--- config.mk ---
export PLATFORM = sky130hd
export DESIGN_NAME = sum_tx_sequencer
export DESIGN_NICKNAME = d
export VERILOG_FILES = /design/src/rtl/sum_tx_sequencer.sv
export SDC_FILE = /design/constraint.sdc
export NUM_CORES = 1
export LEC_CHECK = 0
export CORE_MARGIN = 5
export CORE_UTILIZATION = 46
export CTS_CLUSTER_SIZE = 40
export DETAILED_ROUTE_END_ITERATION = 7
export GPL_TIMING_DRIVEN = 0
export PLACE_DENSITY = 0.71
export SLEW_MARGIN = 5
export SYNTH_ARGS = -nofsm -noshare
export SYNTH_HDL_FRONTEND = slang
export SYNTH_SLANG_ARGS = --single-unit
--- constraint.sdc ---
create_clock -name clk -period 3.35 [get_ports clk]
set_input_delay 0.5025 -clock clk [delete_from_list [all_inputs] [get_ports clk]]
set_output_delay 0.5025 -clock clk [all_outputs]
set_load 0.05 [all_outputs]
--- src/rtl/sum_tx_sequencer.sv ---
// sum_tx_sequencer: sequences operand A/B latching, sum computation and a
// 4-byte frame (HEADER, A, B, sum) into a UART transmitter via start/busy.
//
// Ports:
//   clk          system clock, rising edge
//   reset        synchronous active-high reset
//   save_a_n     async active-low request to latch operand A
//   save_b_n     async active-low request to latch operand B and launch a frame
//   data_input   operand value (synchronized before use)
//   tx_en        transmit enable; low stalls the frame before its next byte
//   tx_busy      UART busy flag
//   tx_start     one-cycle transmit request for tx_data
//   tx_data      byte to transmit, held from tx_start until tx_busy falls
//   op_a, op_b   latched operands
//   sum          registered op_a + op_b, full width
//   frame_active high from frame launch until the last byte completes
//   overrun      sticky flag for a B press during a frame
module sum_tx_sequencer #(
  parameter int unsigned BITS        = 3,
  parameter logic [7:0]  HEADER      = 8'hA5,
  parameter int unsigned ACK_TIMEOUT = 15
) (
  input  logic            clk,
  input  logic            reset,
  input  logic            save_a_n,
  input  logic            save_b_n,
  input  logic [BITS-1:0] data_input,
  input  logic            tx_en,
  input  logic            tx_busy,
  output logic            tx_start,
  output logic [7:0]      tx_data,
  output logic [BITS-1:0] op_a,
  output logic [BITS-1:0] op_b,
  output logic [BITS:0]   sum,
  output logic            frame_active,
  output logic            overrun
);

  localparam int unsigned SW = BITS + 1;
  localparam int unsigned CW = $clog2(ACK_TIMEOUT + 1);

  localparam logic [2:0] IDLE    = 3'd0;
  localparam logic [2:0] HAVE_A  = 3'd1;
  localparam logic [2:0] CALC    = 3'd2;
  localparam logic [2:0] LOAD    = 3'd3;
  localparam logic [2:0] SEND    = 3'd4;
  localparam logic [2:0] WAIT_HI = 3'd5;
  localparam logic [2:0] WAIT_LO = 3'd6;

  logic [2:0]      state_q, state_d;
  logic [1:0]      idx_q;
  logic [CW-1:0]   cnt_q;
  // [0],[1] synchronizer stages, [2] previous synchronized level for edge detect
  logic [2:0]      a_sync_q, b_sync_q;
  logic [BITS-1:0] d_meta_q, d_sync_q;
  logic            a_press, b_press, a_take, b_take, in_tx;
  logic [7:0]      byte_sel;

  assign a_press = a_sync_q[2] & ~a_sync_q[1];
  assign b_press = b_sync_q[2] & ~b_sync_q[1];
  assign in_tx   = (state_q == SEND) || (state_q == WAIT_HI) || (state_q == WAIT_LO);
  assign a_take  = a_press && !in_tx;
  assign b_take  = b_press && ((state_q == IDLE) || (state_q == HAVE_A));
  assign tx_start = (state_q == SEND);

  always_comb begin
    byte_sel = HEADER;
    case (idx_q)
      2'd0:    byte_sel = HEADER;
      2'd1:    byte_sel = 8'(op_a);
      2'd2:    byte_sel = 8'(op_b);
      default: byte_sel = 8'(sum);
    endcase
  end

  always_comb begin
    state_d = state_q;
    case (state_q)
      IDLE: begin
        if (b_take)       state_d = CALC;
        else if (a_press) state_d = HAVE_A;
      end
      HAVE_A:  if (b_take) state_d = CALC;
      CALC:    state_d = LOAD;
      LOAD:    if (tx_en && !tx_busy) state_d = SEND;
      SEND:    state_d = WAIT_HI;
      WAIT_HI: begin
        // SEND counts as the first wait cycle, so a retry pulse lands
        // exactly ACK_TIMEOUT+1 cycles after the previous one.
        if (tx_busy)                               state_d = WAIT_LO;
        else if (cnt_q == CW'(ACK_TIMEOUT - 1))    state_d = LOAD;
      end
      WAIT_LO: if (!tx_busy) state_d = (idx_q == 2'd3) ? IDLE : LOAD;
      default: state_d = IDLE;
    endcase
  end

  always_ff @(posedge clk) begin
    if (reset) begin
      state_q      <= IDLE;
      idx_q        <= '0;
      cnt_q        <= '0;
      a_sync_q     <= '1;
      b_sync_q     <= '1;
      d_meta_q     <= '0;
      d_sync_q     <= '0;
      tx_data      <= '0;
      op_a         <= '0;
      op_b         <= '0;
      sum          <= '0;
      frame_active <= 1'b0;
      overrun      <= 1'b0;
    end else begin
      state_q  <= state_d;
      a_sync_q <= {a_sync_q[1:0], save_a_n};
      b_sync_q <= {b_sync_q[1:0], save_b_n};
      d_meta_q <= data_input;
      d_sync_q <= d_meta_q;

      if (a_take) op_a <= d_sync_q;
      if (b_take) op_b <= d_sync_q;
      if (b_press && frame_active) overrun <= 1'b1;

      case (state_q)
        CALC: begin
          sum          <= SW'(op_a) + SW'(op_b);
          overrun      <= 1'b0;
          frame_active <= 1'b1;
          idx_q        <= '0;
        end
        LOAD: begin
          tx_data <= byte_sel;
          cnt_q   <= '0;
        end
        SEND:    cnt_q <= cnt_q + CW'(1);
        WAIT_HI: if (!tx_busy) cnt_q <= cnt_q + CW'(1);
        WAIT_LO: begin
          if (!tx_busy) begin
            if (idx_q == 2'd3) frame_active <= 1'b0;
            else               idx_q        <= idx_q + 2'd1;
          end
        end
        default: ;
      endcase
    end
  end

endmodule
# Yosys cells after proc, flatten, opt, wreduce, memory -nomap -nowiden

Index checks and enable logic that the tools add are counted.

Bits of input ports: 9
Flip-flop bits (word level): 41
Output and inout bits: 21

Bitwise gates (word level): 4
Mux-type cells: 18
Equality and inequality tests: 18
$add $sub $neg: 3
Reduce and logical (&&, ||, !) cells: 18

Operator list:

| kind                                                                     | count |
|---|---|
| 8-bit case mux with 3 select lines                                       | 1 |
| 3-bit 2-to-1 mux                                                         | 7 |
| 3-bit case mux with 7 select lines                                       | 1 |
| 4-bit case mux with 3 select lines                                       | 1 |
| 2-bit inequality test (second input constant)                            | 5 |
| 3-bit equality test (second input constant)                              | 3 |
| 3-bit by 2-bit equality test with 1-bit output (second input constant)   | 2 |
| 2-bit 2-to-1 mux                                                         | 3 |
| 3-bit AND reduction                                                      | 2 |
| 5-bit AND reduction                                                      | 1 |
| 3-bit by 3-bit adder with 4-bit output                                   | 1 |
| 4-bit by 1-bit adder with 4-bit output (second input constant)           | 1 |
| 2-bit equality test (second input constant)                              | 2 |
| 4-bit equality test (second input constant)                              | 1 |
| 1-bit logical AND                                                        | 4 |
| 4-bit 2-to-1 mux                                                         | 1 |
| 2-bit case mux with 2 select lines                                       | 1 |
| 3-bit by 1-bit equality test with 1-bit output (second input constant)   | 1 |
| 3-bit zero test                                                          | 1 |
| 1-bit logical OR                                                         | 3 |
| 3-bit by 2-bit inequality test with 1-bit output (second input constant) | 1 |
| 3-bit inequality test (second input constant)                            | 1 |
| 3-bit nonzero test                                                       | 1 |
| 2-bit by 1-bit adder with 2-bit output (second input constant)           | 1 |
| other kinds (11)                                                         | 15 |

# Longest topological paths before layout

Gate-level depths: netlist of the first run.

Depth after elaboration: 5
Gate-level depth with buffers: 6
Gate-level depth less buffers: 6

# Worst setup path before layout of the first run

OpenSTA, ideal clock, no wires.

Kind: flip-flop to output port
Start point: reg state_q[2]
End point: out tx_start
Arrival time: 1.330 ns
Setup slack: 1.518 ns
Path buffers: 1
Stages on the path, launching flop included: 4
Data required time: 2.847 ns
Cell sequence: dfxtp_1 -> buf_2 -> nand2_1 -> nor2_1

Word-level cells in the longest chain between the ends: 1

Ends and longest elaborated chain:

| element                | line | source |
|---|---|---|
| start, declared        | 50   | `logic [2:0] state_q, state_d;` |
| start signal, assigned | 114  | `state_q <= state_d;` |
| 3-bit equality test    | 64   | `assign tx_start = (state_q == SEND);` |
| end, declared          | 30   | `output logic tx_start,` |

No other way between the ends.

# Worst setup path in the final report of the first run

Ends and elaborated chain as after synthesis.

==> results of run 1 <==
kinds of logic (layout without fill, tap and decap cells):
logic type	after synthesis	count (layout)
muxes	7	7
DFF	38	38
buffers and inverters	24	59
xor gates and xnor gates	2	2
other	1	2
and+or+nand+nor	68	68
adders and majority gates	11	11
AOI/OAI and AO/OA	47	47
stage by stage:
step	util [%]	setup slack [ns]
6_report	60.65	0.8035
5_1_grt	60.65	0.6810
4_1_cts	60.65	0.7849
3_5_place_dp	56.78	1.124
3_3_place_gp	56.78	1.140
2_1_floorplan	-	1.518
layout by cell type (no fill, tap or decap), types with 7 or more instances in the layout:
cell	synthesis	final
ha_1	9	9
inv_1	12	12
nand2_1	15	15
nor2b_1	8	8
a21oi_1	18	18
dfxtp_1	38	38
o21ai_0	7	7
nor2_1	17	17
clkdlybuf4s50_1	0	27
cell type report:
class | count | area [sq um]
fill | 346 | 1451
multi-input combinational | 137 | 898.4
sequential | 38 | 760.7
timing repair buffer | 27 | 270.3
clock buffer | 6 | 82.58
clock inverter | 2 | 60.06
tap | 48 | 60.06
buffer | 11 | 56.30
inverter | 13 | 48.80
worst max-delay path: cells and delay by family, from the launching register on:
kind,cells,cell delay (ns)
AND/OR/NAND/NOR,2,0.19
flip-flops,1,0.47
buffers and inverters,2,1.08
report_power, final:
part / total (uW) / leakage (uW) / internal [uW] / switching (uW)
combinational: 94.7 / 0.000458 / 40.8 / 53.9
clock: 486 / 0.0000714 / 318 / 168
sequential: 472 / 0.000309 / 463 / 8.85
total: 1050 / 0.000838 / 822 / 231
worst paths after layout:
check / start / to
worst min-delay path: a_sync_q[0] / a_sync_q[1]
worst max register to register: state_q[0] / state_q[0]
worst min register to register: a_sync_q[0] / a_sync_q[1]
worst max-delay path: state_q[2] / tx_start
routing by layer:
layer  vias to the layer above  part of all wire [%]  GRT usage (%)
li1                        742                     -              -
met1                       667                    47          18.38
met2                        38                    46          23.57
met3                         4                   6.9          5.750
met4                         0                  0.70          6.263
met5                         -                     0              0
==> summary.md, run 1 <==
| Metric | Value |
|---|---|
| First-iteration detailed-routing DRC count | between 70 and 80 |
| Vias in the first global route | about 1300 |
| Final min period | ~2.5 ns |
| Hold Vio Cnt, Final | 0 |
| Placeable Area | around 0.0037 sq mm |
| Slew headroom | between 60% and 70% |
| Asr flop ratio synth | 0% |
| Tot Pwr | 1053 uW |
| Post CTS Setup Buffer Count | 0 |
| Clock Sinks | 38 |
| Post-CTS Hold Buffers | 0 |
| Top cells by count, synth | dfxtp_1, a21oi_1, nor2_1, nand2_1, inv_1 |
| Fin area | between 0.002 and 0.0025 sq mm |
| Total gr overflow | 0 |
| CP startpoint kind | register |
| Clk_lat worst skew | roughly 0.30 ns |
| Hold-critical path depth | 1 |
| Post-synthesis adder-cell area fraction | 8.102% |
| CP cell instances | buf_2 > nand2_1 > nor2_1 > clkdlybuf4s50_1 |
| LEAKAGE | about 0.00084 uW |
| Share of post-route cells with drive strength above 1 | between 10 and 15% |
| Achievable Freq | 392.7 MHz |
| RSZ-0062 raised after global routing | false |
| Via Count | about 1500 |
| Worst EP required | around 2.9 ns |
| First-pass GRT wire length | between 5 and 6 mm |
| WP data arrival | roughly 2.0 ns |
| Number of antenna violations at the first check in global routing | 0 |
| Ant diodes | 0 |
| Placed cell count | roughly 270 |
| Total Die Area | just over 0.005 sq mm |
| Largest net degree at the start of global routing | 13 |
| P per Cell Area | between 400 and 500 mW/mm^2 |
| CP max-delay cell | clkdlybuf4s50_1 |
| Final Wtd Congestion | 0.7500 |
| Io pins | 30 |
| Hold_ws | between 0.4 and 0.5 ns |
| Inserted Clock Buffers | 5 |
| Placed instance area | around 0.0021 sq mm |
| Reg2Reg Depth | 4 |
| Post-Synthesis Cell Area | 0.001760 sq mm |
| CTS root buf | clkbuf_8 |
| Worst slew pin tran | just over 0.5 ns |
| Synthesized area per cell | 8.891 sq um |
| Status | finished clean |
| Post-synthesis mux area share | 4.264% |
| Layout Cells excl Fill | 282 |
| YS warnings | 0 |
| Horiz. Die Dim | ~70 um |
| HPWL Detailed | roughly 2.6 mm |
| HP Class | reg2reg |
| PortBufs | 27 |
| Simple-gate share of the synthesized area | between 20% and 30% |
| Gate Count Post-Synth | between 150 and 200 |
| Via density | 5.145 |
| Crit path largest cell delay | approximately 0.80 ns |
| VDD IR max | roughly 0.00030 V |
| Fin. max-slew vios | 0 |
| Synth cell types | 42 |
| R2r setup slk | 1.76 ns |
| Setup TNS | 0 ns |
| Largest cells by area after synthesis | dfxtp_1, ha_1, a21oi_1 |
| Largest family of logic cells by synthesized area | simple AND/OR/NAND/NOR gates |
| Clock buffer depth | 2 |
| # Max-Cap Violations | 0 |
| Critical Path Fanout Max | 10 |
| CTS tree | built |
| Count leader, synth | dfxtp_1 |
| DRT Pass-1 Iters | 4 |
| Post-Synth XOR/XNOR Area | less than 1% |
| Htree depth | 2 |
| EDFF count, synth | 0 |
| ANT nets after route | 0 |
| Critical path type | reg2out |
| Clk pin slew, worst setup/hold paths | around 0.08 ns |
| Final wirelength | around 3.6 mm |
| Wire length per cell | between 10 and 15 um |
| Largest register FFs | 5 |
| Final #Nets | 252 |
| Area growth, synth to finish | 27.08% |
| Residual DRC count | 0 |
| Ys flop type | dfxtp_1 |
| Endpoint class of the critical path | output pin |
| Tcrit/Tclk final | about three quarters |
| Yosys top cell area share | a little over two fifths |
| Worst clock skew | 0.004526 ns |
| Total GRT Usage | between 10% and 20% |
| Final setup violation count | 0 |
| PostCTS Resize Cnt | 0 |
| Largest regs | tx_data: 5 flops, cnt_q: 4 flops, sum: 4 flops |
| Row count | 22 |
| Die H | around 72 um |
| Register area share after synthesis | around 43% |
| Synthesized flop and latch total | 38 |
| Synth area leader | dfxtp_1 |
| Synth Area in Compound Gates | 17.06% |
| Largest Register | tx_data |
| Initial core utilization | between 40% and 50% |
(Power assumes the default switching activity.)
==> inputs of run 2 (changes only) <==
--- a/config.mk
+++ b/config.mk
@@ -10,7 +10,7 @@
 export CTS_CLUSTER_SIZE = 40
 export DETAILED_ROUTE_END_ITERATION = 7
 export GPL_TIMING_DRIVEN = 0
-export PLACE_DENSITY = 0.71
+export PLACE_DENSITY = 0.74
 export SLEW_MARGIN = 5
 export SYNTH_ARGS = -nofsm -noshare
 export SYNTH_HDL_FRONTEND = slang
==> constraint.sdc (replaced) <==
create_clock -name clk -period 2.3 [get_ports clk]
set_input_delay 0.345 -clock clk [delete_from_list [all_inputs] [get_ports clk]]
set_output_delay 0.345 -clock clk [all_outputs]
set_load 0.05 [all_outputs]
==> summary.md, run 2 (synthesized netlist as in run 1, its figures left out) <==
| Metric | Value |
|---|---|
| Largest register FFs | 5 (unchanged) |
| Largest net degree at the start of global routing | 13 (unchanged) |
| Via density | 5.160 (was 5.145) |
| Via Count | 1455 (was 1451) |
| Status | finished clean (unchanged) |
| Number of antenna violations at the first check in global routing | 0 (unchanged) |
| Clock buffer depth | 2 (unchanged) |
| First-pass GRT wire length | 6.078 mm (was 5.989 mm) |
| Final #Nets | 252 (unchanged) |
| CP cell instances | buf_2 > nand2_1 > nor2_1 > dlygate4sd2_1 (was buf_2 > nand2_1 > nor2_1 > clkdlybuf4s50_1) |
| Tcrit/Tclk final | about nine tenths |
| Worst EP required | 1.96 ns (was 2.85 ns) |
| Reg2Reg Depth | 4 (unchanged) |
| First-iteration detailed-routing DRC count | 77 (was 74) |
| # Max-Cap Violations | 0 (unchanged) |
| Wire length per cell | 12.11 um (was 12.75 um) |
| CTS root buf | clkbuf_8 (unchanged) |
| R2r endpoint | state_q[0] (unchanged) |
| Share of post-route cells with drive strength above 1 | 11.54% (unchanged) |
| HP Class | reg2reg (unchanged) |
| Area growth, synth to finish | 24.31% (was 27.08%) |
| Endpoint class of the critical path | output pin (unchanged) |
| Placeable Area | 0.003689 sq mm (unchanged) |
| Horiz. Die Dim | 71.87 um (unchanged) |
| Hold Vio Cnt, Final | 0 (unchanged) |
| Tot Pwr | 1298 uW (was 1053 uW) |
| Critical path type | reg2out (unchanged) |
| WP data arrival | 1.73 ns (was 2.04 ns) |
| Inserted Clock Buffers | 5 (unchanged) |
| Vias in the first global route | 1351 (was 1327) |
| CP startpoint kind | register (unchanged) |
| Ant diodes | 0 (unchanged) |
| Slew headroom | 60.82% (was 65.97%) |
| Achievable Freq | about 480 MHz |
| Critical Path Fanout Max | 10 (unchanged) |
| Final wirelength | 3.414 mm (was 3.596 mm) |
| CP max-delay cell | dlygate4sd2_1 (was clkdlybuf4s50_1) |
| Clock Sinks | 38 (unchanged) |
| Delay-heaviest family, CP | buffers and inverters (unchanged) |
| HPWL Detailed | 2.568 mm (was 2.647 mm) |
| Total Die Area | 0.005165 sq mm (unchanged) |
| Htree depth | 2 (unchanged) |
| Hold worst-path end | a_sync_q[1] (unchanged) |
| Post CTS Setup Buffer Count | 0 (unchanged) |
| Worst clock skew | 0.003693 ns (was 0.004526 ns) |
| HP Start | a_sync_q[0] (unchanged) |
| Die H | 71.87 um (unchanged) |
| Io pins | 30 (unchanged) |
| DRT Pass-1 Iters | 4 (unchanged) |
| Fin area | 0.002188 sq mm (was 0.002237 sq mm) |
| R2r setup slk | 0.71 ns (was 1.76 ns) |
| Initial core utilization | 47.73% (unchanged) |
| Residual DRC count | 0 (unchanged) |
| Clk_lat worst skew | 0.29 ns (was 0.30 ns) |
| Row count | 22 (unchanged) |
| Hold-critical path depth | 1 (unchanged) |
| Final min period | 2.077 ns |
| Worst slew pin tran | 0.5855 ns (was 0.5088 ns) |
| CTS tree | built (unchanged) |
| Largest Register | tx_data (unchanged) |
| DP Worst Slack | 0.2562 ns (was 1.124 ns) |
| Clk pin slew, worst setup/hold paths | 0.07 ns (was 0.08 ns) |
| PortBufs | 27 (unchanged) |
| Crit path buffers/inverters | 2 (unchanged) |
| Final setup violation count | 0 (unchanged) |
| Largest regs | tx_data: 5 flops, cnt_q: 4 flops, sum: 4 flops (unchanged) |
| Startpoint of the worst-slack reg-to-reg timing path | state_q[0] (unchanged) |
| VDD IR max | 0.0004536 V (was 0.0003015 V) |
| Setup TNS | 0 ns (unchanged) |
| Most common cell after layout, fill and taps aside | dfxtp_1 (unchanged) |
| ANT nets after route | 0 (unchanged) |
| P per Cell Area | 593.3 mW/mm^2 (was 470.6 mW/mm^2) |
| LEAKAGE | 0.0008188 uW (was 0.0008381 uW) |
| Placed instance area | 0.002095 sq mm (unchanged) |
| Setup ws final | 0.2232 ns (was 0.8035 ns) |
| Final Wtd Congestion | 0.8018 (was 0.7500) |
| Commonest cells after routing, fill and taps aside | dfxtp_1, clkdlybuf4s50_1, a21oi_1 (unchanged) |
| Total GRT Usage | 14.94% (was 15.03%) |
| Total gr overflow | 0 (unchanged) |
| RSZ-0062 raised after global routing | false (unchanged) |
| Fin. max-slew vios | 0 (unchanged) |
| Crit path largest cell delay | 0.53 ns (was 0.80 ns) |
[run 2: cell types whose count changed in the layout (fill, tap and decap cells not counted)]
cell / change
dlygate4sd2_1: +1
clkdlybuf4s50_1: -1
clkinvlp_4: +1
clkinv_2: +1
bufinv_16: -2
[run 2: worst reg2reg max path, stage by stage, from the launching register on]
cell and delay [ns]:
dfxtp_1 0.37, or3b_1 0.42, a32oi_2 0.29, o21ai_2 0.11, mux2_4 0.30
[run 2: timing repair]
action                     in CTS  in global routing
gates resized for setup         1                  0
setup endpoints to repair       1                  0
hold buffers                    0                  0
[run 2: per-layer routing]
metal	vias up	share of wire [%]	GRT usage, %	wire length, um
met3	8	5.6	3.647	190
met5	-	0	0	0
met2	31	44	23.57	1519
met1	669	48	19.15	1632
met4	0	2.1	6.889	72
li1	747	-	-	-
[run 2: layout make-up]
class	count	area [sq um]
Inverter	13	48.80
Clock buffer	6	82.58
Fill cell	350	1500
Buffer	11	56.30
Multi-Input combinational cell	137	898.4
Clock inverter	2	12.51
Timing Repair Buffer	27	269.0
Tap cell	48	60.06
Sequential cell	38	760.7
[run 2: stage by stage]
stage	utilization (%)	hold slack, ns	std cells
after global placement	56.78	0.3915	274
after CTS	59.33	0.4199	282
final	59.33	0.4168	282
after detailed placement	56.78	0.3986	274
after global routing	59.33	0.4397	282
after floorplan	-	0.3895	199
[run 2: worst max-delay path by stage]
stage                from       end  slack [ns]  cells past startpoint
5_1_grt        state_q[2]  tx_start        0.07                      4
6_report       state_q[2]  tx_start        0.22                      4
3_3_place_gp   state_q[2]  tx_start        0.26                      4
2_1_floorplan     op_b[0]    sum[2]        0.59                      6
4_1_cts        state_q[2]  tx_start        0.22                      4
3_5_place_dp   state_q[2]  tx_start        0.26                      4
[run 2: power by group]
group | internal [uW] | switching [uW]
combinational | 59.4 | 78.4
clock | 241 | 232
sequential | 675 | 12.7
